**src/rtl/uart_rx.sv**
```systemverilog
// UART receiver: 1 start, 8 data (LSB first), even parity, 1 stop.
// Mid-bit sampling of a two-flop synchronised line; rx_ready strobes one cycle per frame.
module uart_rx #(
  parameter int Clkperbaud = 1250
) (
  input  logic       clk,
  input  logic       Rst,
  input  logic       rx_serial,
  output logic [7:0] rx_byte,
  output logic       rx_ready,
  output logic       parity_err,
  output logic       framing_err,
  output logic       rx_busy
);

  localparam int CW = $clog2(Clkperbaud);
  localparam logic [CW-1:0] LAST_CNT = CW'(Clkperbaud - 1);
  localparam logic [CW-1:0] HALF_CNT = CW'(Clkperbaud / 2 - 1);
  localparam logic [CW-1:0] CNT_ONE  = CW'(1);
  localparam logic [CW-1:0] CNT_ZERO = CW'(0);

  typedef enum logic [2:0] {
    S_IDLE   = 3'd0,
    S_START  = 3'd1,
    S_DATA   = 3'd2,
    S_PARITY = 3'd3,
    S_STOP   = 3'd4,
    S_DONE   = 3'd5,
    S_BREAK  = 3'd6
  } state_t;

  // Even parity across data and parity bit; 1 means the received frame is inconsistent.
  function automatic logic f_parity_err(input logic [7:0] data, input logic p_bit);
    return ^{data, p_bit};
  endfunction

  state_t          r_state;
  logic [CW-1:0]   r_clk_count;
  logic [2:0]      r_bit_index;
  logic [7:0]      r_shift;
  logic            r_p_bit;
  logic            r_sync1;
  logic            r_sync2;
  logic [7:0]      r_rx_byte;
  logic            r_rx_ready;
  logic            r_parity_err;
  logic            r_framing_err;
  logic            r_rx_busy;
  logic            w_rx_s;

  assign w_rx_s      = r_sync2;
  assign rx_byte     = r_rx_byte;
  assign rx_ready    = r_rx_ready;
  assign parity_err  = r_parity_err;
  assign framing_err = r_framing_err;
  assign rx_busy     = r_rx_busy;

  // Two-flop synchroniser; resets to the idle-high line level.
  always_ff @(posedge clk or posedge Rst) begin
    if (Rst) begin
      r_sync1 <= 1'b1;
      r_sync2 <= 1'b1;
    end else begin
      r_sync1 <= rx_serial;
      r_sync2 <= r_sync1;
    end
  end

  // Receive FSM with registered outputs; counters clear on every state change.
  always_ff @(posedge clk or posedge Rst) begin
    if (Rst) begin
      r_state       <= S_IDLE;
      r_clk_count   <= CNT_ZERO;
      r_bit_index   <= 3'd0;
      r_shift       <= 8'h00;
      r_p_bit       <= 1'b0;
      r_rx_byte     <= 8'h00;
      r_rx_ready    <= 1'b0;
      r_parity_err  <= 1'b0;
      r_framing_err <= 1'b0;
      r_rx_busy     <= 1'b0;
    end else begin
      r_rx_ready <= 1'b0;
      case (r_state)
        S_IDLE: begin
          r_clk_count <= CNT_ZERO;
          r_bit_index <= 3'd0;
          if (!w_rx_s) begin
            r_state   <= S_START;
            r_rx_busy <= 1'b1;
          end else begin
            r_rx_busy <= 1'b0;
          end
        end

        S_START: begin
          if (r_clk_count == HALF_CNT) begin
            r_clk_count <= CNT_ZERO;
            if (!w_rx_s) begin
              r_state <= S_DATA;
            end else begin
              r_state   <= S_IDLE;
              r_rx_busy <= 1'b0;
            end
          end else begin
            r_clk_count <= r_clk_count + CNT_ONE;
          end
        end

        S_DATA: begin
          if (r_clk_count == LAST_CNT) begin
            r_clk_count          <= CNT_ZERO;
            r_shift[r_bit_index] <= w_rx_s;
            if (r_bit_index == 3'd7) begin
              r_bit_index <= 3'd0;
              r_state     <= S_PARITY;
            end else begin
              r_bit_index <= r_bit_index + 3'd1;
            end
          end else begin
            r_clk_count <= r_clk_count + CNT_ONE;
          end
        end

        S_PARITY: begin
          if (r_clk_count == LAST_CNT) begin
            r_clk_count <= CNT_ZERO;
            r_p_bit     <= w_rx_s;
            r_state     <= S_STOP;
          end else begin
            r_clk_count <= r_clk_count + CNT_ONE;
          end
        end

        S_STOP: begin
          if (r_clk_count == LAST_CNT) begin
            r_clk_count   <= CNT_ZERO;
            r_rx_byte     <= r_shift;
            r_parity_err  <= f_parity_err(r_shift, r_p_bit);
            r_framing_err <= ~w_rx_s;
            r_rx_ready    <= 1'b1;
            r_state       <= S_DONE;
          end else begin
            r_clk_count <= r_clk_count + CNT_ONE;
          end
        end

        S_DONE: begin
          r_clk_count <= CNT_ZERO;
          r_bit_index <= 3'd0;
          if (r_framing_err) begin
            r_state <= S_BREAK;
          end else begin
            r_state   <= S_IDLE;
            r_rx_busy <= 1'b0;
          end
        end

        // A line held low after a bad stop bit must go high before a new start is accepted.
        S_BREAK: begin
          r_clk_count <= CNT_ZERO;
          r_bit_index <= 3'd0;
          if (w_rx_s) begin
            r_state   <= S_IDLE;
            r_rx_busy <= 1'b0;
          end else begin
            r_state <= S_BREAK;
          end
        end

        default: begin
          r_state     <= S_IDLE;
          r_clk_count <= CNT_ZERO;
          r_bit_index <= 3'd0;
          r_rx_busy   <= 1'b0;
        end
      endcase
    end
  end

endmodule

```
**config.mk**
```make
export PLATFORM = sky130hd
export DESIGN_NAME = uart_rx
export DESIGN_NICKNAME = d
export VERILOG_FILES = /design/src/rtl/uart_rx.sv
export SDC_FILE = /design/constraint.sdc
export NUM_CORES = 1
export LEC_CHECK = 0
export CORE_UTILIZATION = 60
export CTS_BUF_LIST = sky130_fd_sc_hd__clkbuf_8
export CTS_CLUSTER_DIAMETER = 120
export CTS_CLUSTER_SIZE = 28
export DETAILED_ROUTE_END_ITERATION = 10
export HOLD_SLACK_MARGIN = 0.1
export PLACE_DENSITY = 0.87
export SKIP_CTS_REPAIR_TIMING = 1
export SLEW_MARGIN = 20
export SYNTH_ARGS = -nofsm -noshare
export SYNTH_HDL_FRONTEND = slang
export SYNTH_SLANG_ARGS = --single-unit
```
**constraint.sdc**
```tcl
create_clock -name clk -period 2.6 [get_ports clk]
set_clock_uncertainty 0.1 [all_clocks]
set_input_delay 0.52 -clock clk [delete_from_list [all_inputs] [get_ports clk]]
set_output_delay 0.52 -clock clk [all_outputs]
set_load 0.01 [all_outputs]
```
; Word-level counts from Yosys, hierarchy flattened
; Index checks and enable logic that the tools add are counted.
[word_totals]
out_inout_bits = 12
word_cells = 72
input_bits = 3
reg_bits = 40
[op_classes]
magnitude_cmp = 2
add_sub_neg = 2
eq_ne = 16
n_bitwise = 3
n_reduce_logical = 11
n_mux = 26
[ops]
columns = operator, count
row1 = $mux 3, 10
row2 = $mux 11, 2
row3 = $pmux 11 s2, 1
row4 = $pmux 3 s7, 1
row5 = $ne 2x2->1 const B, 7
row6 = $eq 3x3->1 const B, 4
row7 = $add 11x1->11 const B, 1
row8 = $eq 11x10->1 const B, 1
row9 = $eq 11x11->1 const B, 1
row10 = $reduce_xor 9->1, 1
row11 = $bwmux 8, 1
row12 = $reduce_and 2->1, 4
row13 = $mux 1, 7
row14 = $eq 3x2->1 const B, 2
row15 = $pmux 3 s2, 1
row16 = $reduce_and 6->1, 1
row17 = $reduce_or 3->1, 2
row18 = $pmux 1 s5, 1
row19 = $lt 3x4->1 const B, 1
row20 = $add 3x1->3 const B, 1
row21 = $demux 1 s3, 1
row22 = $eq 3x1->1 const B, 1
row23 = $ge 3x1->1 const B, 1
row24 = $logic_not 3->1, 1
row25 = other kinds (4), 6

; Logic depth before layout (Yosys ltp)
[logic_depth]
depth_word = 5
ltp_mapped = 7
ltp_nobuf = 6

; Worst setup path before layout
; Ideal clock, no wire load.
[synth_timing]
kind = register to register
startpoint = reg r_clk_count[3]
endpoint = reg r_shift[4]
period_less_slack_ps = 2170
arrival_time_ps = 1943
n_path_buf = 1
stages_incl_launch_ff = 6
required_ps = 2372
slack_ps = 430
setup_ps = 128
cell_sequence = dfrtp_1 > or3_1 > clkbuf_1 > or4_4 > nor4b_2 > mux2_1
[synth_via]
elab_chain_cells = 2
[synth_rtl]
columns = element, line_no
row1 = from (decl), 38  ; logic [CW-1:0] r_clk_count;
row2 = from (signal assigned), 106  ; r_clk_count <= r_clk_count + CNT_ONE;
row3 = from (signal assigned), 121  ; r_clk_count <= r_clk_count + CNT_ONE;
row4 = from (signal assigned), 131  ; r_clk_count <= r_clk_count + CNT_ONE;
row5 = $eq 11x11->1, 111  ; if (r_clk_count == LAST_CNT) begin
row6 = $reduce_and 2->1 (no source line), n/a
row7 = "to (signal, indexed assignment)", 113  ; r_shift[r_bit_index] <= w_rx_s;
row8 = to (decl), 40  ; logic [7:0] r_shift;
; No other way between the ends.
; A chain may end at the register's enable or synchronous reset.

; Worst setup path after layout
[layout_timing]
startpoint = reg r_clk_count[2]
endpoint = reg r_state[2]
[layout_via]
elab_chain_cells = 3
elab_cells_between_ends = 7
classes_between = 6 x eq/ne / 1 x reduce/logical
[layout_rtl]
columns = element, line_no
row1 = $eq 11x11->1 / $eq 11x10->1 (equally long branches), n/a
row2 = $ne 2x2->1 (no source line), n/a
row3 = $reduce_and 6->1 (no source line) *, n/a
row4 = to (signal assigned), 116  ; r_state <= S_PARITY;
row5 = to (signal assigned), 129  ; r_state <= S_STOP;
row6 = to (signal assigned), 142  ; r_state <= S_DONE;
row7 = to (decl), 37  ; state_t r_state;
; Mark *: on every way between the ends. The rest lies on a longest branch, timed or not.

==> run summary <==
The run finished with clean final reports. The aggregate routed wire length came out at 4070 µm. The number of buffers inserted by port buffering was 14.

For this design the static power due to leakage is 0.00104 µW. The total number of placement rows is 20, and the number of placed I/O pins is 15. The clock reaches the later pin of the worst-skew pair after 0.28 ns. The net switching power of the design is 208 µW, and the part of the power in the clock network is 0.365. Derived from the worst setup path, the maximum achievable clock frequency is 418 MHz.

The post-synthesis async set-or-reset flop share came out at 1.00. The tool flagged a number of max-cap violations equal to 0. The switching portion of total power was 0.204; the worst setup timing slack at the placement stage was 0.248 ns. Most common library cell in the layout ignoring fill and taps: sky130_fd_sc_hd__dfrtp_1. CTS placed an instance of sky130_fd_sc_hd__clkbuf_8 at the clock tree root. The largest net degree at the start of global routing is 41, and the total overflow reported by the global router is 0. The tools report the final hold slack as 0.265 ns. The first routing iteration left 93 violations. From synthesis to final layout, the design area changed by 13.1%.

The tools report the number of instances in the synthesized netlist as 183. Stage delay of the slowest cell on the critical path: 0.58 ns. The region available for standard cell placement spans 3150 µm². The run gives 1436 as the number of global-route vias before repair. Synthesis produced a netlist with a net count of 191.

The number of cells traversed by the worst register-to-register path came out at 4. Sorting the synthesized cells by area gives the leading types as sky130_fd_sc_hd__dfrtp_1, sky130_fd_sc_hd__mux2_2, sky130_fd_sc_hd__xnor2_1. The run gives 4 as the total iterations of the first detailed-routing run.

The proportion of synthesized chip area in sequential cells is 0.488, and the tightest slew margin relative to the limit is 0.510. The internal portion of total power was 810 µW. TritonCTS built the clock tree. The cell at the slowest stage of the critical path was sky130_fd_sc_hd__o41ai_1. After clock tree synthesis, the clock-pin slew on the worst setup and hold paths is 0.07 ns. Measured along the y axis, the die boundary spans 60.6 µm. Synthesis-stage register bit count: 40. The routed via count divided by cell count is 6.07, and the final-stage net count is 207. At the pin with the least slew margin, the transition time is 0.728 ns.

The first global-routing pass estimated 6600 µm of wire. The final routed wire length divided by cell count is 16.7 µm. The synthesized design contains 0 enable-type register cells. The clock sink count is 40, and the maximum buffer depth of the clock tree is 2. The run gives 0.839 as the weighted congestion reported at the end of routability-driven placement. The count of H-tree levels built during CTS came out at 2.

Most instantiated flip-flop cell in the synthesis netlist: sky130_fd_sc_hd__dfrtp_1. The initial core utilization was 0.653. The mapped netlist covers 2060 µm². The placed wire-length estimate after detailed placement is 2870 µm. The worst setup path is captured at a flip-flop. In this run, distinct cell masters in the synthesized netlist total 46.

The count of cells along the worst hold path is 0. The final number of hold-violating endpoints was 0. The logs give 0 for the number of antenna violations at the first check in global routing and 1020 µW for the power after layout. 0 antenna diodes ended up in the layout. Setup violations remaining at the end of the flow were counted as 0. The count of buffer and inverter cells on the critical path came out at 0.

Among cell families on the critical path, the largest total delay comes from simple AND/OR/NAND/NOR gates. Leaving out fill and tap cells, the most frequent cells in the layout are sky130_fd_sc_hd__dfrtp_1, sky130_fd_sc_hd__mux2_2, sky130_fd_sc_hd__nor2_1, sky130_fd_sc_hd__clkdlybuf4s50_1, sky130_fd_sc_hd__nand2_1. STA puts the critical path data arrival time at 2.51 ns. In the routed design, unresolved DRC markers number 0.

Each instance of the synthesized netlist takes up on average 11.2 µm². The tools report the kind of start point of the critical path as a flip-flop. The portion of synthesized cell area occupied by the leading cell type came out at 0.462. The worst hold path belongs to the class reg2reg. The data required time at the worst endpoint was 2.72 ns.

In this run the remaining antenna-violating nets after routing total 0. The part of the power in combinational logic is 0.017. The share of post-route cells with drive strength above 1 was 0.190.

Width of the die: 60.6 µm. After layout, the worst setup slack is 0.209 ns. The Yosys step of the flow raised 0 warnings.

The share of the clock period used by the worst path after layout is 0.920. The signal on the critical path passes through or3_1 > o41ai_1 > and2_1 > a32o_1. For the final routed database, the setup TNS stands at 0 ns. The total clock buffers created by CTS was 5.

The logs give 0.491 mV for the maximum vdd drop and 3670 µm² for the die area. The count of final max-slew check failures is 0, and the largest fanout of any net on the critical path is 14. Setup repair after global routing left no endpoint under its margin. The ratio of total power to cell area was 437 nW/µm². The shortest clock period the worst path allows after layout works out to 2.39 ns. The class of the most critical setup path is reg2reg. The number of vias after detailed routing was 1482; the total track usage was 0.247.

In this run the number of cells on the critical path is 4. Largest area contributor in the netlist: sky130_fd_sc_hd__dfrtp_1. Sequential cell fraction of total power: 0.618.
## cell type report
type / count / area, µm²
inverter: 6 / 22.5
timing repair buffer: 20 / 185
fill: 229 / 826
tap: 44 / 55.1
clock buffer: 5 / 68.8
multi-input combinational: 126 / 980
sequential: 40 / 1000
clock inverter: 3 / 12.5
## power by group through the flow
stage | Combinational, µW | Sequential (µW) | Clock (µW)
detailed placement | 18.0 | 641 | 0
floorplan | 12.3 | 638 | 0
finish | 17.2 | 629 | 372
global placement | 17.7 | 640 | 0
CTS | 18.0 | 629 | 379
global route | 20.2 | 629 | 412
## state kept, by name, summed over array words and instances, names as in the netlist
signal	cells
r_clk_count	11
r_shift	8
rx_byte	8
r_bit_index	3
r_state	3
framing_err	1
parity_err	1
r_p_bit	1
r_sync1	1
r_sync2	1
rx_busy	1
rx_ready	1
## worst reg2reg max path, stage by stage, from the launching register on
cell	delay, ns
sky130_fd_sc_hd__dfrtp_1	0.43
sky130_fd_sc_hd__or3_1	0.48
sky130_fd_sc_hd__o41ai_1	0.59
sky130_fd_sc_hd__and2_1	0.50
sky130_fd_sc_hd__a32o_1	0.24
## logic make-up (layout without fill, tap and decap cells)
family,count (synthesis),count (layout),share of synthesized area
flops,40,40,0.488
fa+ha+maj,5,5,0.0304
xor+xnor,16,16,0.0748
mux,19,19,0.103
compound gates,24,24,0.0912
simple gates,62,62,0.176
buf+inv,17,34,0.0365
## metal layers
| metal | vias to the layer above | share of wire | global-route usage | routed length, µm |
|---|---|---|---|---|
| met3 | 6 | 0.027 | 0.0533 | 112 |
| met2 | 26 | 0.51 | 0.411 | 2090 |
| li1 | 694 | - | - | - |
| met4 | 0 | 0.011 | 0.0779 | 44 |
| met5 | - | 0 | 0 | 0 |
| met1 | 756 | 0.45 | 0.325 | 1830 |
## worst paths after layout
| kind | from | slack [ns] | to |
|---|---|---|---|
| min in group asynchronous | Rst | 0.55 | r_shift[2] |
| hold reg to reg | r_sync1 | 0.27 | r_sync2 |
| hold / removal | r_sync1 | 0.27 | r_sync2 |
| max in group asynchronous | Rst | 1.49 | r_sync2 |
| setup / recovery | r_clk_count[2] | 0.21 | r_state[2] |
| setup reg to reg | r_clk_count[2] | 0.21 | r_state[2] |
## Yosys cell counts, drive strengths merged (2+ instances only)
master / count
clkbuf: 5
buf: 6
nand3: 3
or3: 2
nand2: 10
dfrtp: 38
nand4b: 4
ha: 5
or3b: 2
nor3b: 2
nor4: 3
xor2: 6
nand4: 4
xnor2: 9
nor4b: 2
mux2: 18
nor2b: 5
a32o: 2
a31oi: 3
nor3: 3
o41ai: 3
inv: 6
nor2: 15
dfstp: 2
o21ba: 2
o2bb2ai: 2
a21oi: 4
nand3b: 2
## through the flow
stage / instance area, µm² / utilization / cells
2_1_floorplan: 2060 / - / 183
3_3_place_gp: 2250 / 0.712 / 236
3_5_place_dp: 2250 / 0.712 / 236
4_1_cts: 2330 / 0.738 / 244
5_1_grt: 2330 / 0.738 / 244
6_report: 2330 / 0.738 / 244
Note: power is estimated with default switching activity, not from simulation.
